## config.mk

```make
export PLATFORM = sky130hd
export DESIGN_NAME = register_file
export DESIGN_NICKNAME = d
export VERILOG_FILES = /design/src/rtl/register_file_pkg.sv /design/src/rtl/register_file_read_port.sv /design/src/rtl/register_file.sv
export SDC_FILE = /design/constraint.sdc
export NUM_CORES = 1
export LEC_CHECK = 0
export BUFFER_PORTS_ARGS = -buffer_cell sky130_fd_sc_hd__buf_2
export CORE_UTILIZATION = 35
export CTS_CLUSTER_DIAMETER = 50
export DETAILED_ROUTE_END_ITERATION = 16
export PLACE_DENSITY = 0.5
export SYNTH_ARGS = -nofsm -noshare
export SYNTH_HDL_FRONTEND = slang
export SYNTH_SLANG_ARGS = --single-unit
export TNS_END_PERCENT = 1
```

## constraint.sdc

```tcl
create_clock -name clk -period 2.9 [get_ports clk]
set_input_delay 0.145 -clock clk [delete_from_list [all_inputs] [get_ports clk]]
set_output_delay 0.145 -clock clk [all_outputs]
set_load 0.01 [all_outputs]
```

## src/rtl/register_file_pkg.sv

```systemverilog
// Shared definitions for the architectural register file: address width,
// the hardwired-zero index and the sweep/ready state encoding.
package register_file_pkg;

    localparam int REG_ADDR_W = 5;
    localparam int REG_ZERO   = 0;

    typedef enum logic {
        RF_INIT  = 1'b0,
        RF_READY = 1'b1
    } rf_state_t;

endpackage

```

## src/rtl/register_file_read_port.sv

```systemverilog
// One combinational read port: zero forcing for r0, out-of-range indices and
// the INIT sweep, plus the write-through bypass when REGFILE_BYPASS_EN is set.
module rf_read_port
    import register_file_pkg::*;
#(
    parameter int WIDTH    = 16,
    parameter int NUM_REGS = 32,
    parameter int ADDR_W   = REG_ADDR_W
) (
    output logic [WIDTH-1:0]  rd_data,
    input  logic [ADDR_W-1:0] rd_addr,
    input  logic [WIDTH-1:0]  stored,
    input  logic              init_busy
`ifdef REGFILE_BYPASS_EN
    ,
    input  logic              reg_wen,
    input  logic [ADDR_W-1:0] wr_reg,
    input  logic [WIDTH-1:0]  wr_data
`endif
);

    localparam logic [ADDR_W:0] NUM_REGS_W = (ADDR_W+1)'(NUM_REGS);

    logic addr_ok;

    assign addr_ok = (rd_addr != ADDR_W'(REG_ZERO)) && ({1'b0, rd_addr} < NUM_REGS_W);

    always_comb begin
        rd_data = '0;
        if (!init_busy && addr_ok) begin
            rd_data = stored;
`ifdef REGFILE_BYPASS_EN
            // addr_ok already excludes r0 and out-of-range targets for the bypass
            if (reg_wen && (wr_reg == rd_addr)) begin
                rd_data = wr_data;
            end
`endif
        end
    end

endmodule

```

## src/rtl/register_file.sv

```systemverilog
// Architectural register file: r0 hardwired to zero, zeroing sweep after reset,
// two combinational read ports. Optional write-through bypass: REGFILE_BYPASS_EN.
module register_file
    import register_file_pkg::*;
#(
    parameter int WIDTH    = 16,
    parameter int NUM_REGS = 32,
    parameter int ADDR_W   = REG_ADDR_W
) (
    input  logic              clk,
    input  logic              rst,
    input  logic              reg_wen,
    input  logic [ADDR_W-1:0] wr_reg,
    input  logic [WIDTH-1:0]  wr_data,
    input  logic [ADDR_W-1:0] rd_addr_a,
    input  logic [ADDR_W-1:0] rd_addr_b,
    output logic [WIDTH-1:0]  rd_data_a,
    output logic [WIDTH-1:0]  rd_data_b,
    output logic              init_busy
);

    localparam int IDX_W = (NUM_REGS > 1) ? $clog2(NUM_REGS) : 1;
    localparam logic [ADDR_W-1:0] LAST_IDX   = ADDR_W'(NUM_REGS - 1);
    localparam logic [ADDR_W:0]   NUM_REGS_W = (ADDR_W+1)'(NUM_REGS);
    localparam logic ST_INIT  = RF_INIT;
    localparam logic ST_READY = RF_READY;

    logic [WIDTH-1:0]  regs [NUM_REGS];
    logic              state;
    logic [ADDR_W-1:0] init_ptr;
    logic              wr_ok;

    always_ff @(posedge clk) begin
        if (rst) begin
            state    <= ST_INIT;
            init_ptr <= ADDR_W'(1);
        end else if (state == ST_INIT) begin
            // Pointer parks on the last index so it can never wrap
            if (init_ptr == LAST_IDX) begin
                state <= ST_READY;
            end else begin
                init_ptr <= init_ptr + 1'b1;
            end
        end
    end

    assign init_busy = (state == ST_INIT);

    assign wr_ok = reg_wen && (state == ST_READY) &&
                   (wr_reg != ADDR_W'(REG_ZERO)) && ({1'b0, wr_reg} < NUM_REGS_W);

    // Storage has no reset; the sweep is what clears it
    always_ff @(posedge clk) begin
        if (state == ST_INIT) begin
            regs[init_ptr[IDX_W-1:0]] <= '0;
        end else if (wr_ok) begin
            regs[wr_reg[IDX_W-1:0]] <= wr_data;
        end
    end

    rf_read_port #(
        .WIDTH    (WIDTH),
        .NUM_REGS (NUM_REGS),
        .ADDR_W   (ADDR_W)
    ) u_port_a (
        .rd_data   (rd_data_a),
        .rd_addr   (rd_addr_a),
        .stored    (regs[rd_addr_a[IDX_W-1:0]]),
        .init_busy (init_busy)
`ifdef REGFILE_BYPASS_EN
        ,
        .reg_wen   (reg_wen),
        .wr_reg    (wr_reg),
        .wr_data   (wr_data)
`endif
    );

    rf_read_port #(
        .WIDTH    (WIDTH),
        .NUM_REGS (NUM_REGS),
        .ADDR_W   (ADDR_W)
    ) u_port_b (
        .rd_data   (rd_data_b),
        .rd_addr   (rd_addr_b),
        .stored    (regs[rd_addr_b[IDX_W-1:0]]),
        .init_busy (init_busy)
`ifdef REGFILE_BYPASS_EN
        ,
        .reg_wen   (reg_wen),
        .wr_reg    (wr_reg),
        .wr_data   (wr_data)
`endif
    );

endmodule

```

## Word-level counts from Yosys, hierarchy flattened

Memory sizes are Yosys's and may differ from the RTL's.
Index checks and enable logic that the tools add are counted.

| storage, ports and cells | value |
|---|---|
| memories | 1 |
| word-level logic and storage cells | 27 |
| input bits | 34 |
| output and inout bits | 33 |
| flip-flop bits (word level) | 6 |
| memory bits (writable) | 512 |

Memory list:

| name | depth | bits a word | read ports | clocked after memory_dff | wr ports | line | text |
|---|---|---|---|---|---|---|---|
| regs | 32 | 16 | 2 | 0 | 1 | register_file.sv:28 | `logic [WIDTH-1:0] regs [NUM_REGS];` |

| operators by class | value |
|---|---|
| equality and inequality tests | 1 |
| mux-type cells | 11 |
| bitwise operators | 2 |
| add/subtract/negate cells | 1 |
| reductions and logical operators | 9 |

Operator list:

| cell | count |
|---|---|
| two-way mux 16 bit | 3 |
| OR reduction 16 bit | 1 |
| nonzero test 5 bit | 3 |
| two-way mux 1 bit | 7 |
| adder 5 x 1 -> 5 bit (second input constant) | 1 |
| equality test 5 bit (second input constant) | 1 |
| two-way mux 5 bit | 1 |
| logical AND 1 bit | 4 |
| NOT 1 bit | 2 |
| AND reduction 2 bit | 1 |

## Longest topological paths before layout

| depth | value |
|---|---|
| depth after elaboration | 7 |
| gate-level depth with buffers | 8 |
| mapped depth without buffers | 7 |

## By module

A second synthesis with hierarchy kept.

| unflattened totals | value |
|---|---|
| cells, all modules | 1846 |
| area, all modules | 25831.0 um2 |

Modules (own cells, without submodules):

| module | area each (um2) | times used | sequential area each (um2) | cells each |
|---|---|---|---|---|
| register_file | 25383.1 | 1 | 15494.9 | 1772 |
| rf_read_port | 224.0 | 2 | 0.0 | 37 |

## Worst setup path before layout

Ideal clock, no wire load.

| timing path | value |
|---|---|
| kind | register -> register |
| from | reg state |
| to | mem regs[27][0], enable pin |
| stages on the path, launching flop included | 7 |
| setup time | 0.409 ns |
| data required time | 2.491 ns |
| clock period less this slack | 2.687 ns |
| slack | 0.213 ns |
| path buffers | 2 |
| data arrival time | 2.278 ns |
| path through | dfxtp_1 -> buf_2 -> clkbuf_1 -> nand4b_1 -> o21ai_0 -> a32oi_1 -> nor3_1 |

| on the way | value |
|---|---|
| cells in the longest elaborated chain, start to end | 7 |
| elaborated cells on any way between the ends | 9 |
| those cells by class | 6 x mux; 3 x reduce/logical |

RTL lines:

| what | line | text |
|---|---|---|
| start: declaration | register_file.sv:29 | `logic state;` |
| start signal: assignment | register_file.sv:35 | `state <= ST_INIT;` |
| start signal: assignment | register_file.sv:40 | `state <= ST_READY;` |
| logical AND 1 bit (2 in a row) | register_file.sv:49 | `assign wr_ok = reg_wen && (state == ST_READY) &&` |
| two-way mux 1 bit | register_file.sv:56 | `end else if (wr_ok) begin` |
| two-way mux 1 bit | register_file.sv:54 | `if (state == ST_INIT) begin` |
| two-way mux 1 bit (not written as such) | register_file.sv:57 | `regs[wr_reg[IDX_W-1:0]] <= wr_data;` |
| OR reduction 16 bit (no source line) | -- |  |
| two-way mux 5 bit (no source line) or two-way mux 1 bit (tied branches) | -- |  |
| end: declaration | register_file.sv:28 |  |

Several ways; a longest one is shown, not always the timed one.

## Worst setup path in the final report

| timing path | value |
|---|---|
| from | reg state |
| to | out rd_data_a[10] |

| on the way | value |
|---|---|
| cells in the longest elaborated chain, start to end | 2 |

RTL lines:

| what | line | text |
|---|---|---|
| logical AND 1 bit | register_file_read_port.sv:30 | `if (!init_busy && addr_ok) begin` |
| two-way mux 16 bit | register_file_read_port.sv:30 |  |
| end: declaration | register_file.sv:17 | `output logic [WIDTH-1:0] rd_data_a,` |

No other way between the ends.

==> flow_summary.yaml <==
synthesis:
  syn_nets: 1377
  ys_types: 55
  yosysSeqAreaShare_pct: 62.7
  yosys.area.top_type: "edfxtp_1"
  synthFlopType: "edfxtp_1"
  synthArstFlopShare_pct: 0
  syn_avg_cell_area_um2: 18.4
  synth_area_leaders: "edfxtp_1 62%, mux4_2 16%, mux2i_1 7.5%, o221ai_1 1.6%, mux4_1 1.5%"
  synth_edf_count: 512
  synth_top_area_share_pct: 62.2
  synthCells: 1341
  yosys_warnings: 0
  ys_seq_elements: 518
  netlist_area_um2: 24700
clock_network:
  cts_tree: "built"
  clkTransAtPathRegs_ps: 60
  htree_num_levels: 2
  cts_sinks: 518
  cts_buffer_depth: 3
  clockRootBuffer: "clkbuf_16"
  clkLatencyLatePin_ps: 650
  cts_inserted_buffers: 60
  post-cts-setup-buffers: 0
timing:
  setup_tns_ps: 0
  fin_hold_ws_ps: 205
  fmax_mhz: 356
  slew_viol_final: 0
  hold_violations: 0
  fin_skew_ps: 31.2
  setup_viol: 0
  fin_ws_ps: 87.2
  fin_crit_sh_pct: 97.0
  grt_setup_unrepaired: "false"
  relSlewSlack_pct: 12.1
  tightest_slew_ps: 1320
  min_period_ps: 2810
floorplanning:
  rows: 97
  die_h_um: 268
  initial_core_util_pct: 35.4
  core_um2: 69900
  io_pins: 67
  fp.dieW_um: 268
  die_area_um2: 71700
pwr:
  pwr-share-comb_pct: 7.6
  clock_power_share_pct: 43.9
  p_total_mw: 17.2
  seq_power_share_pct: 48.5
  power.share.switching_pct: 22.8
  ir_drop_mv: 0.598
  switchingPower_mw: 3.91
  power_density_nw_per_um2: 596
  leakage_nw: 9.27
  p_int_mw: 13.3
placement:
  dp_hpwl_um: 51800
  dp_cells: 2368
  numPortBuffers: 66
  placed_cell_area_um2: 26800
  place.gp.congestion: 0.848
  pre_cts_ws_ps: 207
grt:
  grt_max_degree: 38
  antenna_found_initial: 0
  grt_overflow: 0
  grt_use_total_pct: 22.1
  grt_pass1_vias: 14758
  grt_first_pass_wirelength_um: 111000
route:
  route.detailed.drc: 0
  drt_iter0_drc: 1599
  wire_per_inst_um: 31.5
  via_per_inst: 5.81
  vias: 14408
  ant_nets: 0
  firstDrtPassIters: 7
  wl_um: 78100
cells_and_area:
  num-nets-final: 1527
  finalNonFillerCells: 2481
  antenna_cells: 0
  final_cell_area_um2: 28800
  utilization_pct: 41.2
  area_delta_synth_final_pct: 16.6
  drive_gt1_share_pct: 34.2
flow_run:
  drv_cap: 0
run_status:
  status: "finished clean"
critical_path:
  crit_required_ps: 2760
  arrival_ps: 2670
  endpoint_kind: "output pin"
  startpoint_type: "register"
  critical_path.max_fanout: 16
  critical_path_class: "register to output pin"
hold_path:
  hp-class: "primary input to register"
synthesized netlist by cell type, types with 8 or more instances:
master	count
edfxtp_1	512
mux2i_1	184
mux4_2	178
o221ai_1	44
nor2_1	43
nand3_1	34
buf_2	32
buf_4	29
a21oi_1	27
clkbuf_1	25
nand2_1	24
and2_1	18
a2bb2oi_1	16
mux2_2	16
mux4_1	14
a211oi_1	12
o22a_1	12
a221oi_2	10
buf_6	10
nor3_1	10
a22oi_1	9
inv_1	8
routing by layer:
metal	wire length [um]	vias to the layer above	global-route usage, %	share of wire [%]
li1	-	6044	-	-
met1	33600	7689	30.4	43
met2	37100	559	35.4	47
met3	5090	116	4.24	6.5
met4	2360	0	6.92	3.0
met5	0	-	0	0
critical path, cell delays in order, from the launching register on:
cell	delay (ps)
dfxtp_1	420
inv_1	140
or4_1	530
buf_4	240
nor2_2	210
nand4bb_2	300
buf_2	180
logic make-up (layout without fill, tap and decap cells):
group	after synthesis	count (layout)	synth area share (%)
flops	518	518	62.7
simple gates	156	156	3.21
xor+xnor	3	3	0.106
fa+ha+maj	2	2	0.101
compound gates	160	160	5.33
buf+inv	110	310	2.68
mux	392	392	25.9
power groups by stage:
stage / Combinational, mW / Clock [mW] / Sequential [mW]
after floorplan: 0.841 / 0 / 8.46
after global placement: 1.31 / 0 / 8.48
after detailed placement: 1.31 / 0 / 8.48
after CTS: 1.31 / 7.66 / 8.33
after global routing: 1.37 / 7.94 / 8.34
final: 1.31 / 7.54 / 8.33
flip-flops by register name (all words and copies together) (netlist names):
name      cells
init_ptr      5
regs        512
state         1
repair_timing:
item,4_1_cts,5_1_grt
endpoints found under the setup margin,1,4
resized for setup,1,4
hold buffers,1,0
endpoints found under the hold margin,6,0
gates cloned,0,0
layout by cell type, fill, tap and decap left out, types with 8 or more instances in the layout:
cell	instances
mux2i_1	184
nor3_2	8
clkinv_1	9
buf_12	13
clkbuf_1	15
edfxtp_1	512
a21oi_1	27
clkbuf_16	60
clkinv_2	11
nand3_1	34
buf_2	60
o22a_1	12
nand2_1	24
a221oi_2	10
a211oi_1	12
inv_1	8
nor2_1	18
a22oi_1	9
buf_4	112
mux2_2	16
mux4_1	14
a2bb2oi_1	16
o221ai_1	44
mux4_2	178
nor2_2	26
and2_1	18
area by class of cell:
type	count	area, um^2
clock buffers	75	1560
clock inverters	37	409
fillers	6345	41100
inverters	8	30.0
multi-input cells	713	8700
flip-flops and latches	518	15500
well taps	940	1180
repair buffers	190	1460
worst paths after layout:
check,from,to,slack [ps],depth (start not counted)
setup / recovery,state$_SDFF_PP0_,rd_data_a[10],90,6
hold / removal,wr_data[13],regs[10][13]$_DFFE_PP_,200,3
hold reg to reg,init_ptr[1]$_SDFFE_PP0P_,init_ptr[1]$_SDFFE_PP0P_,570,2
setup reg to reg,state$_SDFF_PP0_,regs[3][8]$_DFFE_PP_,490,5
No activity file was read; power rests on OpenSTA's default activity.
